--- config.mk ---
export PLATFORM = sky130hd
export DESIGN_NAME = matrix_fifo_reader
export DESIGN_NICKNAME = d
export VERILOG_FILES = /design/src/rtl/matrix_fifo_reader.sv
export SDC_FILE = /design/constraint.sdc
export NUM_CORES = 1
export LEC_CHECK = 0
export ABC_AREA = 0
export CORE_MARGIN = 2
export CORE_UTILIZATION = 57
export CTS_CLUSTER_SIZE = 20
export DETAILED_ROUTE_END_ITERATION = 6
export GPL_TIMING_DRIVEN = 0
export PLACE_DENSITY = 0.79
export SYNTH_ARGS = -nofsm -noshare
export SYNTH_HDL_FRONTEND = slang
export SYNTH_SLANG_ARGS = --single-unit
--- constraint.sdc ---
create_clock -name rd_clk -period 5 [get_ports rd_clk]
set_input_delay 1.5 -clock rd_clk [delete_from_list [all_inputs] [get_ports rd_clk]]
set_output_delay 1.5 -clock rd_clk [all_outputs]
set_load 0.02 [all_outputs]
--- src/rtl/matrix_fifo_reader.sv ---
// Read-side consumer for the matrix buffer FIFO: issues credit-limited reads, compensates
// the FIFO read latency and streams one frame with sof/eol/eof markers over valid/ready.
module matrix_fifo_reader #(
  parameter int DATA_WIDTH = 8,
  parameter int IMG_WIDTH  = 640,
  parameter int IMG_HEIGHT = 480,
  parameter int RD_LATENCY = 1
) (
  input  logic                  rd_clk,
  input  logic                  rd_rst,
  input  logic                  frame_start,
  output logic                  busy,
  output logic                  frame_done,
  output logic                  fifo_rd_en,
  input  logic [DATA_WIDTH-1:0] fifo_rd_data,
  input  logic                  fifo_rd_empty,
  output logic [DATA_WIDTH-1:0] m_data,
  output logic                  m_valid,
  input  logic                  m_ready,
  output logic                  m_sof,
  output logic                  m_eol,
  output logic                  m_eof
);
  localparam int TOTAL = IMG_WIDTH * IMG_HEIGHT;
  localparam int REQ_W = $clog2(TOTAL + 1);
  localparam int COL_W = $clog2(IMG_WIDTH);
  localparam int ROW_W = (IMG_HEIGHT > 1) ? $clog2(IMG_HEIGHT) : 1;
  localparam int DEPTH = RD_LATENCY + 1;
  localparam int PTR_W = $clog2(DEPTH);
  localparam int CNT_W = $clog2(DEPTH + 1);
  localparam int CLM_W = CNT_W + 1;

  localparam logic [REQ_W-1:0] LAST_REQ = REQ_W'(TOTAL - 1);
  localparam logic [COL_W-1:0] COL_LAST = COL_W'(IMG_WIDTH - 1);
  localparam logic [ROW_W-1:0] ROW_LAST = ROW_W'(IMG_HEIGHT - 1);
  localparam logic [PTR_W-1:0] PTR_LAST = PTR_W'(DEPTH - 1);
  localparam logic [CLM_W-1:0] CREDIT   = CLM_W'(DEPTH);

  typedef enum logic [1:0] {IDLE, RUN, FLUSH} state_t;
  typedef struct packed { logic sof; logic eol; logic eof; } tag_t;
  typedef struct packed { logic [DATA_WIDTH-1:0] data; tag_t tag; } entry_t;

  state_t                state, state_next;
  logic                  done_next;
  logic [REQ_W-1:0]      req_cnt;
  logic [COL_W-1:0]      col_cnt;
  logic [ROW_W-1:0]      row_cnt;
  logic [RD_LATENCY-1:0] pipe_vld;
  tag_t                  pipe_tag [RD_LATENCY];
  entry_t                mem [DEPTH];
  logic [PTR_W-1:0]      wr_ptr, rd_ptr;
  logic [CNT_W-1:0]      buf_count, inflight;
  logic [CLM_W-1:0]      claims, claims_after;
  logic                  buf_empty, push, pop, do_write, do_read;
  entry_t                in_entry, head;
  tag_t                  issue_tag;

  function automatic logic [PTR_W-1:0] ptr_inc(input logic [PTR_W-1:0] p);
    return (p == PTR_LAST) ? '0 : p + PTR_W'(1);
  endfunction

  // NOTE: state registers use non-blocking assignments so every flop samples pre-edge values.
  always_ff @(posedge rd_clk) begin
    if (rd_rst) begin
      state      <= IDLE;
      frame_done <= 1'b0;
    end else begin
      state      <= state_next;
      frame_done <= done_next;
    end
  end

  // NOTE: every always_comb output gets a default first, so no path can infer a latch.
  always_comb begin
    state_next = state;
    done_next  = 1'b0;
    case (state)
      IDLE:    if (frame_start) state_next = RUN;
      RUN:     if (fifo_rd_en && req_cnt == LAST_REQ) state_next = FLUSH;
      FLUSH:   if (claims_after == '0) begin
                 state_next = IDLE;
                 done_next  = 1'b1;
               end
      default: state_next = IDLE;
    endcase
  end

  // Reads are tagged with their raster position at issue time.
  always_comb begin
    issue_tag.sof = (col_cnt == '0) && (row_cnt == '0);
    issue_tag.eol = (col_cnt == COL_LAST);
    issue_tag.eof = (col_cnt == COL_LAST) && (row_cnt == ROW_LAST);
  end

  always_ff @(posedge rd_clk) begin
    if (rd_rst) begin
      req_cnt <= '0;
      col_cnt <= '0;
      row_cnt <= '0;
    end else if (state == IDLE && frame_start) begin
      req_cnt <= '0;
      col_cnt <= '0;
      row_cnt <= '0;
    end else if (fifo_rd_en) begin
      req_cnt <= req_cnt + REQ_W'(1);
      if (col_cnt == COL_LAST) begin
        col_cnt <= '0;
        row_cnt <= (row_cnt == ROW_LAST) ? '0 : row_cnt + ROW_W'(1);
      end else begin
        col_cnt <= col_cnt + COL_W'(1);
      end
    end
  end

  always_ff @(posedge rd_clk) begin
    if (rd_rst) begin
      pipe_vld <= '0;
    end else begin
      pipe_vld[0] <= fifo_rd_en;
      for (int i = 1; i < RD_LATENCY; i++) pipe_vld[i] <= pipe_vld[i-1];
    end
  end

  always_ff @(posedge rd_clk) begin
    pipe_tag[0] <= issue_tag;
    for (int i = 1; i < RD_LATENCY; i++) pipe_tag[i] <= pipe_tag[i-1];
  end

  always_comb begin
    inflight = '0;
    for (int i = 0; i < RD_LATENCY; i++) inflight = inflight + CNT_W'(pipe_vld[i]);
  end

  // Credit counts buffered plus in-flight words; a pop in the same cycle frees one slot.
  always_comb begin
    push         = pipe_vld[RD_LATENCY-1];
    in_entry     = '{data: fifo_rd_data, tag: pipe_tag[RD_LATENCY-1]};
    buf_empty    = (buf_count == '0);
    head         = buf_empty ? in_entry : mem[rd_ptr];
    m_valid      = !buf_empty || push;
    pop          = m_valid && m_ready;
    do_write     = push && !(buf_empty && pop);
    do_read      = pop && !buf_empty;
    claims       = CLM_W'(buf_count) + CLM_W'(inflight);
    claims_after = claims - CLM_W'(pop);
    fifo_rd_en   = (state == RUN) && !fifo_rd_empty && (req_cnt < REQ_W'(TOTAL))
                   && (claims_after < CREDIT);
    busy         = (state != IDLE);
    m_data       = m_valid ? head.data : '0;
    m_sof        = m_valid && head.tag.sof;
    m_eol        = m_valid && head.tag.eol;
    m_eof        = m_valid && head.tag.eof;
  end

  always_ff @(posedge rd_clk) begin
    if (rd_rst) begin
      wr_ptr    <= '0;
      rd_ptr    <= '0;
      buf_count <= '0;
    end else begin
      if (do_write) wr_ptr <= ptr_inc(wr_ptr);
      if (do_read)  rd_ptr <= ptr_inc(rd_ptr);
      buf_count <= buf_count + CNT_W'(do_write) - CNT_W'(do_read);
    end
  end

  // NOTE: storage is not reset; occupancy is tracked by buf_count and outputs are gated by m_valid.
  always_ff @(posedge rd_clk) begin
    if (do_write) mem[wr_ptr] <= in_entry;
  end

endmodule
# Word-level counts from Yosys, hierarchy flattened
# Memory sizes are Yosys's and may differ from the RTL's. A register that Yosys moved wholly into a read port is not among the register bits.
# Cells that the tools add are included.
# word_totals
mem_bits_rw	25
mem_count	2
elab_cells	74
regBits	46
out_inout_bits	15
input_bits	13
# classes
magnitude_cmp	2
bitwise	1
reduce_logical	28
n_addsub	9
muxes	15
n_eq_ne	8
# mem_list
memory	depth	word_bits	rd	rd_clocked_by_memory_dff	wr	line_no	rtl
mem	2	11	1	1	1	50	entry_t mem [DEPTH];
pipe_tag	1	3	1	0	1	49	tag_t pipe_tag [RD_LATENCY];
# ops
op	count
19-bit by 1-bit adder with 19-bit output, second input constant	1
19-bit == test, second input constant	1
19-bit less-than comparator, second input constant	1
1-bit logical AND	14
11-bit 2-to-1 mux	1
10-bit by 1-bit adder with 10-bit output, second input constant	1
10-bit == test, second input constant	1
10-bit logical NOT	1
10-bit 2-to-1 mux	1
9-bit by 1-bit adder with 9-bit output, second input constant	1
9-bit == test, second input constant	1
9-bit logical NOT	1
9-bit 2-to-1 mux	1
8-bit 2-to-1 mux	1
1-bit 2-to-1 mux	7
2-bit 2-to-1 mux	3
2-bit != test, second input constant	3
2-bit one-hot mux with 3 select lines	1
2-bit logical NOT	2
2-bit OR reduction	2
2-bit by 1-bit adder with 3-bit output	1
1-bit logical NOT	3
3-bit logical NOT	1
3-bit by 2-bit less-than comparator with 1-bit output, second input constant	1
other kinds (11)	12

# Longest topological paths before layout
# Gate-level depths: netlist (run 1).
# depth
depth_word	10
ltp_mapped	14
ltp_nobuf	13

# Worst setup path after synthesis (run 1)
# OpenSTA, ideal clock, no wires.
# synth_path
kind	input -> output
from	input m_ready
to	output fifo_rd_en
path_buffers	1
required_time_ns	3.500
setup_slack_ns	0.218
cell_stages	10
t_arrival_ns	3.282
cell_sequence	and2_1 -> ha_1 -> inv_1 -> ha_1 -> inv_1 -> fa_1 -> and4bb_2 -> o211ai_2 -> clkinv_2 -> buf_2
# synth_between
elab_chain_cells	4
# synth_rtl
item	line_no	rtl
from (decl)	19	input logic m_ready,
1-bit logical AND	141	pop = m_valid && m_ready;
3-bit by 1-bit subtractor with 3-bit output	145	claims_after = claims - CLM_W'(pop);
3-bit by 2-bit less-than comparator with 1-bit output	147	&& (claims_after < CREDIT);
1-bit logical AND	147	
to (decl)	14	output logic fifo_rd_en,
# No other way between the ends.

# Worst setup path after layout (run 1)
# Same ends and word-level chain as after synthesis.

==> flow_metrics.py, run 1 <==
metrics = {
    "logic_synthesis": {
        "synth_cell_types": 38,
        "syn_avg_cell_area_um2": 9.67,
        "synthTopCellsByArea": "dfxtp_1 (30%), edfxtp_1 (20%), xnor2_1 (5.3%)",
        "syn_inst": 340,
        "syn_area_mm2": 0.00329,
        "ys_ff_latch": 72,
        "yosysTopAreaCellShare_pct": 30.5,
        "yosys_warnings": 0,
        "synth_nets": 363,
        "ys_seq_area_share_pct": 50.6,
        "synth_top_area_cell": "dfxtp_1",
    },
    "die": {
        "die_area_mm2": 0.00639,
        "die_w_um": 79.9,
        "die-height_um": 79.9,
        "core_mm2": 0.00554,
        "pin_count": 28,
        "rows": 27,
        "initial_core_util_pct": 59.3,
    },
    "worst_setup_path": {
        "path_cells": "clkbuf_2 > and2_1 > ha_1 > inv_1 > ha_1 > inv_1 > fa_1 > and4bb_2 > o211ai_4 > clkinv_4 > buf_6",
        "cp.arrival_ns": 3.34,
        "path_buf_inv": 5,
        "cp_slowest_cell": "fa_1",
        "crit_type": "input port to primary output",
        "cp_slowest_stage_delay_ns": 0.52,
        "r2r_cells": 14,
        "critPathLaunchType": "input port",
        "cp.depth": 11,
        "path_max_fanout": 3,
        "path_delay_family": "adder cells",
        "critical_path.endpoint_type": "primary output",
        "cp.required_ns": 3.50,
    },
    "final_layout": {
        "multiInputGateArea_mm2": 0.00153,
        "drive_gt1_share_pct": 7.01,
        "diodes": 0,
        "layout_commonest_cell": "dfxtp_1",
        "register_area_mm2": 0.00166,
        "final_cells": 457,
        "areaGrowthSynthToFinish_pct": 17.4,
        "fin_util_pct": 69.6,
        "num-nets-final": 403,
        "layout_common_cells": "dfxtp_1 (50), nor2_1 (39), nand3_1 (27)",
        "stdcell_area_mm2": 0.00386,
        "fillers": 432,
    },
    "global_routing": {
        "first_global_vias": 2361,
        "grt_usage_pct": 21.6,
        "antenna_found_initial": 0,
        "grt_max_degree": 19,
        "grt_overflow": 0,
        "grt_pass1_wl_um": 10700,
    },
    "worst_hold_path": {
        "whs_path_depth": 0,
        "min_path_type": "flip-flop to flip-flop",
    },
    "sta": {
        "rsz0062_at_grt": "no",
        "setup_viol_count_final": 0,
        "min_period_over_period_pct": 96.9,
        "slew_viol_final": 0,
        "finalClockSkew_ns": 0.00561,
        "tightest_slew_ns": 0.970,
        "period_needed_ns": 4.84,
        "fmax_mhz": 206,
        "max_slew_margin_pct": 35.1,
        "hold_ws_ns": 0.462,
        "hold_violations": 0,
        "fin_setup_tns_ns": 0,
    },
    "cts": {
        "clock-root-buffer": "clkbuf_8",
        "htreeDepth": 3,
        "tritoncts": "yes",
        "insertion_delay_ns": 0.33,
        "clockBufferDepth": 2,
        "cts_sinks": 72,
        "numCtsBuffers": 9,
        "clk_pin_slew_ns": 0.07,
    },
    "job": {
        "cap_viol_max_count": 0,
    },
    "power": {
        "power_density_mw_per_mm2": 377,
        "ir_worst_vdd_uv": 251,
        "p_leak_nw": 1.29,
    },
    "route": {
        "ant_nets": 0,
        "drtIter0Drc": 183,
        "vias": 2530,
        "route.detailed.drc": 0,
        "wl_per_cell_um": 13.6,
        "drt-total-wl_um": 6230,
        "vias_per_cell": 5.54,
        "dr.pass1.iters": 4,
    },
    "status": {
        "status": "complete, no violations",
    },
    "place": {
        "portBuffers": 27,
        "postPlaceCellArea_mm2": 0.00365,
        "place_congestion": 0.822,
        "dp_hpwl_um": 4290,
        "dp.cells": 439,
    },
}
==> cells by family after synthesis <==
| group | count (synthesis) | synth area share, % |
|---|---|---|
| xor gates and xnor gates | 32 | 8.53 |
| adders and majority gates | 10 | 4.04 |
| and+or+nand+nor | 152 | 23.4 |
| buffers and inverters | 27 | 3.84 |
| AOI/OAI and AO/OA | 36 | 6.32 |
| DFF | 72 | 50.6 |
| muxes | 11 | 3.35 |
==> area by class of cell <==
| cell class | count | share of cell area (%) |
|---|---|---|
| Sequential cell | 72 | 43.1 |
| Multi-Input combinational cell | 241 | 39.6 |
| Timing Repair Buffer | 30 | 7.49 |
| Clock buffer | 12 | 3.76 |
| Tap cell | 72 | 2.34 |
| Buffer | 11 | 1.65 |
| Inverter | 15 | 1.59 |
| Clock inverter | 4 | 0.519 |
==> routing by layer <==
| metal | vias up | routed length [µm] | GRT usage (%) | share of wire [%] |
|---|---|---|---|---|
| met2 | 67 | 2970 | 34.8 | 48 |
| met4 | 0 | 63 | 9.83 | 1.0 |
| met1 | 1187 | 2890 | 28.4 | 46 |
| li1 | 1271 | - | - | - |
| met3 | 5 | 300 | 3.51 | 4.8 |
| met5 | - | 0 | 0 | 0 |
==> worst register-to-register path, stage by stage, from the launching register on <==
cell and delay [ns]:
dfxtp_1 0.41, or3_1 0.42, and2_1 0.15, ha_1 0.28, inv_1 0.06, ha_1 0.13, inv_1 0.05, fa_1 0.52
and4bb_2 0.28, o211ai_4 0.10, clkinv_4 0.08, buf_4 0.23, nand3_1 0.16, or4_1 0.42, a21oi_1 0.15
==> synth_stat cells (all sizes together) <==
cell type and n:
nor2b 2, xor2 12, and4 5, edfxtp 22
or3 6, or4 2, nand3 27, xnor2 20
buf 5, nor4 8, clkinv 1, nor2 39
inv 14, dfxtp 50, and3 2, and4bb 1
nor3b 1, a2111oi 1, nor3 13, o21a 1
clkbuf 7, fa 1, ha 9, o31ai 1
a21o 1, o211ai 1, nand2b 1, and2 6
o21bai 1, mux2i 11, nand2 26, o21ai 19
nand4 13, a21oi 11
==> flip-flops by register name, indices dropped and copies added (netlist names), named ones only <==
register,count
wr_ptr,1
pipe_vld,1
rd_ptr,1
col_cnt,10
mem,22
frame_done,1
req_cnt,19
pipe_tag,3
buf_count,2
row_cnt,9
state,2
==> repair_timing <==
item	in CTS	in global routing
gates resized for setup	9	4
pin swaps	0	3
hold buffers	0	0
endpoints found under the setup margin	1	1
buffers inserted	1	2
==> metrics by stage <==
stage / power (mW) / worst slack, ns
floorplan: 0.898 / 0.218
global placement: 1.04 / -1.03
detailed placement: 1.05 / -1.04
CTS: 1.45 / 0.0150
global route: 1.54 / 0.0676
finish: 1.45 / 0.157
==> where the power goes <==
part	total [mW]	internal (mW)	switching (mW)
sequential	0.643	0.623	0.0198
clock	0.388	0.190	0.198
combinational	0.424	0.186	0.238
==> final timing paths <==
check,from,to,slack (ns)
max,m_ready,fifo_rd_en,0.16
min,pipe_tag[0][0]$_DFF_P_,mem[1][0]$_DFFE_PP_,0.46
max reg2reg,buf_count[1]$_SDFF_PP0_,row_cnt[7]$_SDFFE_PP0P_,1.51
min reg2reg,pipe_tag[0][0]$_DFF_P_,mem[1][0]$_DFFE_PP_,0.46
Note: power is estimated with default switching activity, not from simulation.
==> run 2, diff against run 1 <==
- CORE_UTILIZATION: 57 -> 52
- CTS_CLUSTER_DIAMETER: default -> 120
- PLACE_DENSITY: 0.79 -> 0.76
- clock period: 5 -> 4.35 ns (I/O delays scaled with it)
==> run 2 against run 1 <==
Compared with the run above:
- the flow now finishes with violations (negative setup slack)
- clock power up 29%
- core utilization is 4.6 points lower
- setup slack got worse by 0.18 ns
- hold slack worse by 0.0093 ns
- flip-flop and latch count unchanged
- largest power group unchanged
- cell count up 1.1%
- die area rose by 9.1%
- sequential share of layout area fell by 0.69 points
- critical path depth is the same
- largest cell class unchanged
- global-route usage is 2.2 points lower
- sequential power is 15% higher
==> flow_metrics.py, run 2 (synthesis gave the netlist of run 1 again) <==
metrics = {
    "cts": {
        "cts_hold_buf": 0,
        "htreeDepth": 3,
        "tritoncts": "yes",
        "numCtsBuffers": 9,
        "clock-root-buffer": "clkbuf_8",
        "clockBufferDepth": 2,
        "insertion_delay_ns": 0.34,
        "cts_sinks": 72,
        "clk_pin_slew_ns": 0.08,
    },
    "final_layout": {
        "fin_util_pct": 65.1,
        "layout_common_cells": "dfxtp_1 (50), nor2_1 (39), nand3_1 (27)",
        "largest_reg_flops": 22,
        "drive_gt1_share_pct": 9.30,
        "areaGrowthSynthToFinish_pct": 19.3,
        "top_register": "mem",
        "stdcell_area_mm2": 0.00392,
        "largestRegisters": "mem (22), req_cnt (19), col_cnt (10)",
        "diodes": 0,
        "final_cells": 462,
        "layout_commonest_cell": "dfxtp_1",
        "num-nets-final": 405,
    },
    "route": {
        "ant_nets": 0,
        "drt-total-wl_um": 6380,
        "dr.pass1.iters": 4,
        "route.detailed.drc": 0,
        "vias": 2515,
        "wl_per_cell_um": 13.8,
        "drtIter0Drc": 148,
        "vias_per_cell": 5.44,
    },
    "worst_setup_path": {
        "path_delay_family": "adder cells",
        "cp.required_ns": 3.04,
        "r2r_cells": 16,
        "path_buf_inv": 5,
        "cp.depth": 11,
        "rr_endpoint": "row_cnt[6]$_SDFFE_PP0P_",
        "regToRegSetupSlack_ns": 0.81,
        "crit_type": "input port to primary output",
        "crit_start": "m_ready",
        "cp-endpoint": "fifo_rd_en",
        "worstReg2RegStart": "buf_count[1]$_SDFF_PP0_",
        "cp_slowest_stage_delay_ns": 0.43,
        "cp.arrival_ns": 3.07,
        "critical_path.endpoint_type": "primary output",
        "path_cells": "buf_6 > and2_4 > ha_4 > inv_2 > ha_4 > inv_2 > fa_1 > and4bb_2 > o211ai_4 > clkinv_4 > buf_6",
        "path_max_fanout": 2,
        "critPathLaunchType": "input port",
        "cp_slowest_cell": "fa_1",
    },
    "power": {
        "power_density_mw_per_mm2": 446,
        "totalPowerFinal_mw": 1.75,
        "ir_worst_vdd_uv": 313,
        "p_leak_nw": 1.31,
    },
    "sta": {
        "fmax_mhz": 229,
        "setup_viol_count_final": 1,
        "min_period_over_period_pct": 101,
        "fin_setup_tns_ns": -0.0244,
        "slew_viol_final": 0,
        "max_slew_margin_pct": 36.4,
        "finalClockSkew_ns": 0.00722,
        "hold_violations": 0,
        "fin_ws_ns": -0.0244,
        "period_needed_ns": 4.37,
        "tightest_slew_ns": 0.951,
        "rsz0062_at_grt": "yes",
    },
    "place": {
        "portBuffers": 27,
        "dp_hpwl_um": 4330,
        "place_congestion": 0.817,
        "postPlaceCellArea_mm2": 0.00365,
        "dp.cells": 442,
    },
    "status": {
        "status": "complete, but fails checks",
        "violations": "negative setup slack",
    },
    "global_routing": {
        "grt_overflow": 0,
        "antenna_found_initial": 0,
        "grt_max_degree": 13,
        "grt_usage_pct": 19.4,
        "grt_pass1_wl_um": 11000,
        "first_global_vias": 2487,
    },
    "die": {
        "rows": 28,
        "core_mm2": 0.00603,
        "die_w_um": 83.5,
        "pin_count": 28,
        "initial_core_util_pct": 54.5,
        "die_area_mm2": 0.00697,
        "die-height_um": 83.5,
    },
    "worst_hold_path": {
        "min_path_type": "flip-flop to flip-flop",
    },
    "job": {
        "cap_viol_max_count": 0,
    },
}
run 2: worst register-to-register path: cells and delay by family (launching register included):
kind,cells,cell delay [ns]
buf+inv,6,0.70
compound gates,2,0.24
simple gates,5,1.31
fa+ha+maj,3,0.83
flops,1,0.39
run 2: layer usage:
| metal | wire length, µm | GRT usage (%) | share of wire, % |
|---|---|---|---|
| met2 | 3100 | 33.4 | 49 |
| met5 | 0 | 0 | 0 |
| met1 | 2930 | 23.5 | 46 |
| met4 | 59 | 4.84 | 0.92 |
| met3 | 291 | 6.33 | 4.6 |
run 2: power breakdown:
group          internal [mW]  total, mW  switching, mW  leakage (nW)
Combinational          0.222      0.510          0.287         0.616
Sequential             0.716      0.738         0.0219         0.605
Clock                  0.259      0.499          0.240        0.0901
Total                   1.20       1.75          0.550          1.31
run 2: stage by stage:
stage / setup slack (ns) / hold WS, ns
floorplan: 0.0147 / 0.426
global placement: -1.20 / 0.443
detailed placement: -1.23 / 0.445
CTS: -0.0374 / 0.455
global route: -0.0717 / 0.476
finish: -0.0244 / 0.453
run 2: how the worst min path moves through the flow:
stage	start	end	slack, ns	cells after the start
4_1_cts	pipe_tag[0][2]$_DFF_P_	mem[1][2]$_DFFE_PP_	0.46	0
5_1_grt	pipe_tag[0][2]$_DFF_P_	mem[1][2]$_DFFE_PP_	0.48	0
3_3_place_gp	pipe_tag[0][2]$_DFF_P_	mem[0][2]$_DFFE_PP_	0.44	0
3_5_place_dp	pipe_tag[0][2]$_DFF_P_	mem[0][2]$_DFFE_PP_	0.45	0
6_report	pipe_tag[0][2]$_DFF_P_	mem[1][2]$_DFFE_PP_	0.45	0
2_1_floorplan	pipe_tag[0][0]$_DFF_P_	mem[0][0]$_DFFE_PP_	0.43	0
run 2: layout make-up:
| class | instances | area, µm² |
|---|---|---|
| clock inverters | 7 | 62.6 |
| fillers | 482 | 2110 |
| well taps | 75 | 93.8 |
| inverters | 15 | 61.3 |
| clock buffers | 9 | 124 |
| repair buffers | 32 | 310 |
| multi-input cells | 241 | 1540 |
| plain buffers | 11 | 63.8 |
| flip-flops and latches | 72 | 1660 |
run 2: timing repair:
item / in CTS / in global routing
pin swaps: 3 / 2
endpoints found under the setup margin: 1 / 1
resized for setup: 20 / 0
setup buffers: 3 / 2
==> run 3, diff against run 2 <==
- CORE_UTILIZATION: 52 -> 62
- PLACE_DENSITY: 0.76 -> 0.85
- clock period: 4.35 -> 5.2 ns (I/O delays scaled with it)
==> run 3 against run 2 <==
Compared with the run above:
- the run now ends clean
- flip-flop and latch count did not move
- sequential share of layout area up 0.62 points
- highest routed layer unchanged
- first-iteration DRC count down 43%
- combinational power fell by 19%
- power fell by 20%
- clock power decreased by 25%
- wire length is 2.2% higher
==> flow_metrics.py, run 3 (synthesis gave the netlist of run 1 again) <==
metrics = {
    "status": {
        "status": "complete, no violations",
    },
    "cts": {
        "cts_sinks": 72,
        "numCtsBuffers": 9,
        "clock-root-buffer": "clkbuf_8",
        "clk_pin_slew_ns": 0.07,
        "clockBufferDepth": 2,
        "tritoncts": "yes",
        "htreeDepth": 3,
        "cts_hold_buf": 0,
        "insertion_delay_ns": 0.34,
    },
    "power": {
        "totalPowerFinal_mw": 1.40,
        "seqPwrFrac_pct": 44.0,
        "switchingPower_mw": 0.454,
        "power.internal_mw": 0.946,
        "p_comb_share_pct": 29.4,
        "clockPowerShare_pct": 26.6,
        "p_leak_nw": 1.31,
        "ir_worst_vdd_uv": 205,
        "swShare_pct": 32.4,
        "power_density_mw_per_mm2": 362,
    },
    "final_layout": {
        "fillers": 353,
        "largestRegisters": "mem (22), req_cnt (19), col_cnt (10)",
        "largest_reg_flops": 22,
        "layout_common_cells": "dfxtp_1 (50), nor2_1 (39), nand3_1 (27)",
        "register_area_mm2": 0.00166,
        "areaGrowthSynthToFinish_pct": 17.5,
        "diodes": 0,
        "multiInputGateArea_mm2": 0.00152,
        "drive_gt1_share_pct": 7.99,
        "layout_commonest_cell": "dfxtp_1",
        "top_register": "mem",
        "num-nets-final": 406,
    },
    "die": {
        "die_area_mm2": 0.00590,
        "initial_core_util_pct": 64.4,
        "core_mm2": 0.00511,
        "die_w_um": 76.8,
        "pin_count": 28,
        "rows": 26,
        "die-height_um": 76.8,
    },
    "route": {
        "vias": 2609,
        "drtIter0Drc": 85,
        "wl_per_cell_um": 14.2,
        "vias_per_cell": 5.70,
        "drt-total-wl_um": 6520,
        "ant_nets": 0,
        "dr.pass1.iters": 4,
        "route.detailed.drc": 0,
    },
    "worst_setup_path": {
        "path_buf_inv": 5,
        "worstReg2RegStart": "buf_count[1]$_SDFF_PP0_",
        "cp_slowest_cell": "fa_1",
        "path_max_fanout": 3,
        "crit_type": "input port to primary output",
        "cp.depth": 11,
        "critPathLaunchType": "input port",
        "critical_path.endpoint_type": "primary output",
        "path_delay_family": "adder cells",
        "r2r_cells": 16,
        "path_cells": "dlygate4sd2_1 > and2_1 > ha_1 > inv_1 > ha_1 > inv_1 > fa_1 > and4bb_2 > o211ai_4 > clkinv_4 > buf_4",
        "cp-endpoint": "fifo_rd_en",
        "cp_slowest_stage_delay_ns": 0.50,
        "regToRegSetupSlack_ns": 1.65,
        "cp.arrival_ns": 3.56,
        "rr_endpoint": "req_cnt[7]$_SDFFE_PP0P_",
        "crit_start": "m_ready",
        "cp.required_ns": 3.64,
    },
    "place": {
        "pre_cts_ws_ns": -0.948,
        "portBuffers": 27,
        "place_congestion": 0.885,
        "dp_hpwl_um": 4320,
    },
    "sta": {
        "tightest_slew_ns": 0.919,
        "fin_ws_ns": 0.0752,
        "hold_violations": 0,
        "finalClockSkew_ns": 0.00607,
        "max_slew_margin_pct": 38.5,
        "min_period_over_period_pct": 98.6,
        "slew_viol_final": 0,
        "setup_viol_count_final": 0,
        "fmax_mhz": 195,
        "period_needed_ns": 5.12,
    },
    "worst_hold_path": {
        "min_path_type": "flip-flop to flip-flop",
    },
    "global_routing": {
        "first_global_vias": 2451,
        "grt_max_degree": 19,
        "grt_pass1_wl_um": 10800,
        "grt_usage_pct": 22.7,
        "antenna_found_initial": 0,
        "grt_overflow": 0,
    },
    "job": {
        "cap_viol_max_count": 0,
    },
}
==> run 3: cell types whose count changed in the layout (fill, tap and decap cells not counted), sizes merged <==
| cell | change |
|---|---|
| bufinv | -1 |
| clkinv | +2 |
| clkinvlp | -1 |
| dlygate4sd2 | +1 |
==> run 3: power by group through the flow <==
stage	sequential, mW	combinational (mW)	clock [mW]
after floorplan	0.624	0.240	0
after global placement	0.627	0.370	0
after detailed placement	0.629	0.379	0
after CTS	0.617	0.397	0.377
after global routing	0.619	0.444	0.400
final	0.616	0.412	0.372
==> run 3: metrics by stage <==
| step | utilization, % | TNS, ns | cells | instance area [µm²] | hold slack, ns |
|---|---|---|---|---|---|
| 3_5_place_dp | 71.4 | -0.948 | 437 | 3640 | 0.456 |
| 4_1_cts | 75.2 | 0 | 455 | 3840 | 0.473 |
| 5_1_grt | 75.6 | -0.0107 | 458 | 3860 | 0.488 |
| 3_3_place_gp | 71.4 | -0.924 | 437 | 3640 | 0.441 |
| 6_report | 75.6 | 0 | 458 | 3860 | 0.471 |
| 2_1_floorplan | - | 0 | 340 | 3290 | 0.426 |
==> run 3: final cells by class <==
class                           instances  area share [%]
Timing Repair Buffer                   33            8.06
Clock inverter                          7            1.00
Tap cell                               70            2.27
Inverter                               15            1.59
Clock buffer                            9            3.21
Multi-Input combinational cell        241            39.2
Sequential cell                        72            43.0
Buffer                                 11            1.65
==> run 3: how the worst min path moves through the flow <==
stage | startpoint | to | cells after the start
finish | pipe_tag[0][0]$_DFF_P_ | mem[1][0]$_DFFE_PP_ | 0
global route | pipe_tag[0][0]$_DFF_P_ | mem[0][0]$_DFFE_PP_ | 0
CTS | pipe_tag[0][0]$_DFF_P_ | mem[1][0]$_DFFE_PP_ | 0
detailed placement | pipe_tag[0][0]$_DFF_P_ | mem[1][0]$_DFFE_PP_ | 0
global placement | pipe_tag[0][2]$_DFF_P_ | mem[1][2]$_DFFE_PP_ | 0
floorplan | pipe_tag[0][0]$_DFF_P_ | mem[0][0]$_DFFE_PP_ | 0
==> run 3: repair_timing <==
| item | in CTS | in global routing |
|---|---|---|
| buffers inserted | 3 | 3 |
| pin swaps | 1 | 1 |
| setup endpoints to repair | 1 | 1 |
| resized for setup | 9 | 0 |
| cloned | 0 | 0 |
==> run 3: routing by layer <==
| metal | global-route usage, % | vias to the layer above | wire length [µm] |
|---|---|---|---|
| met3 | 5.29 | 9 | 275 |
| li1 | - | 1284 | - |
| met2 | 38.0 | 60 | 3210 |
| met5 | 0 | - | 0 |
| met4 | 9.64 | 0 | 52 |
| met1 | 28.2 | 1256 | 2980 |
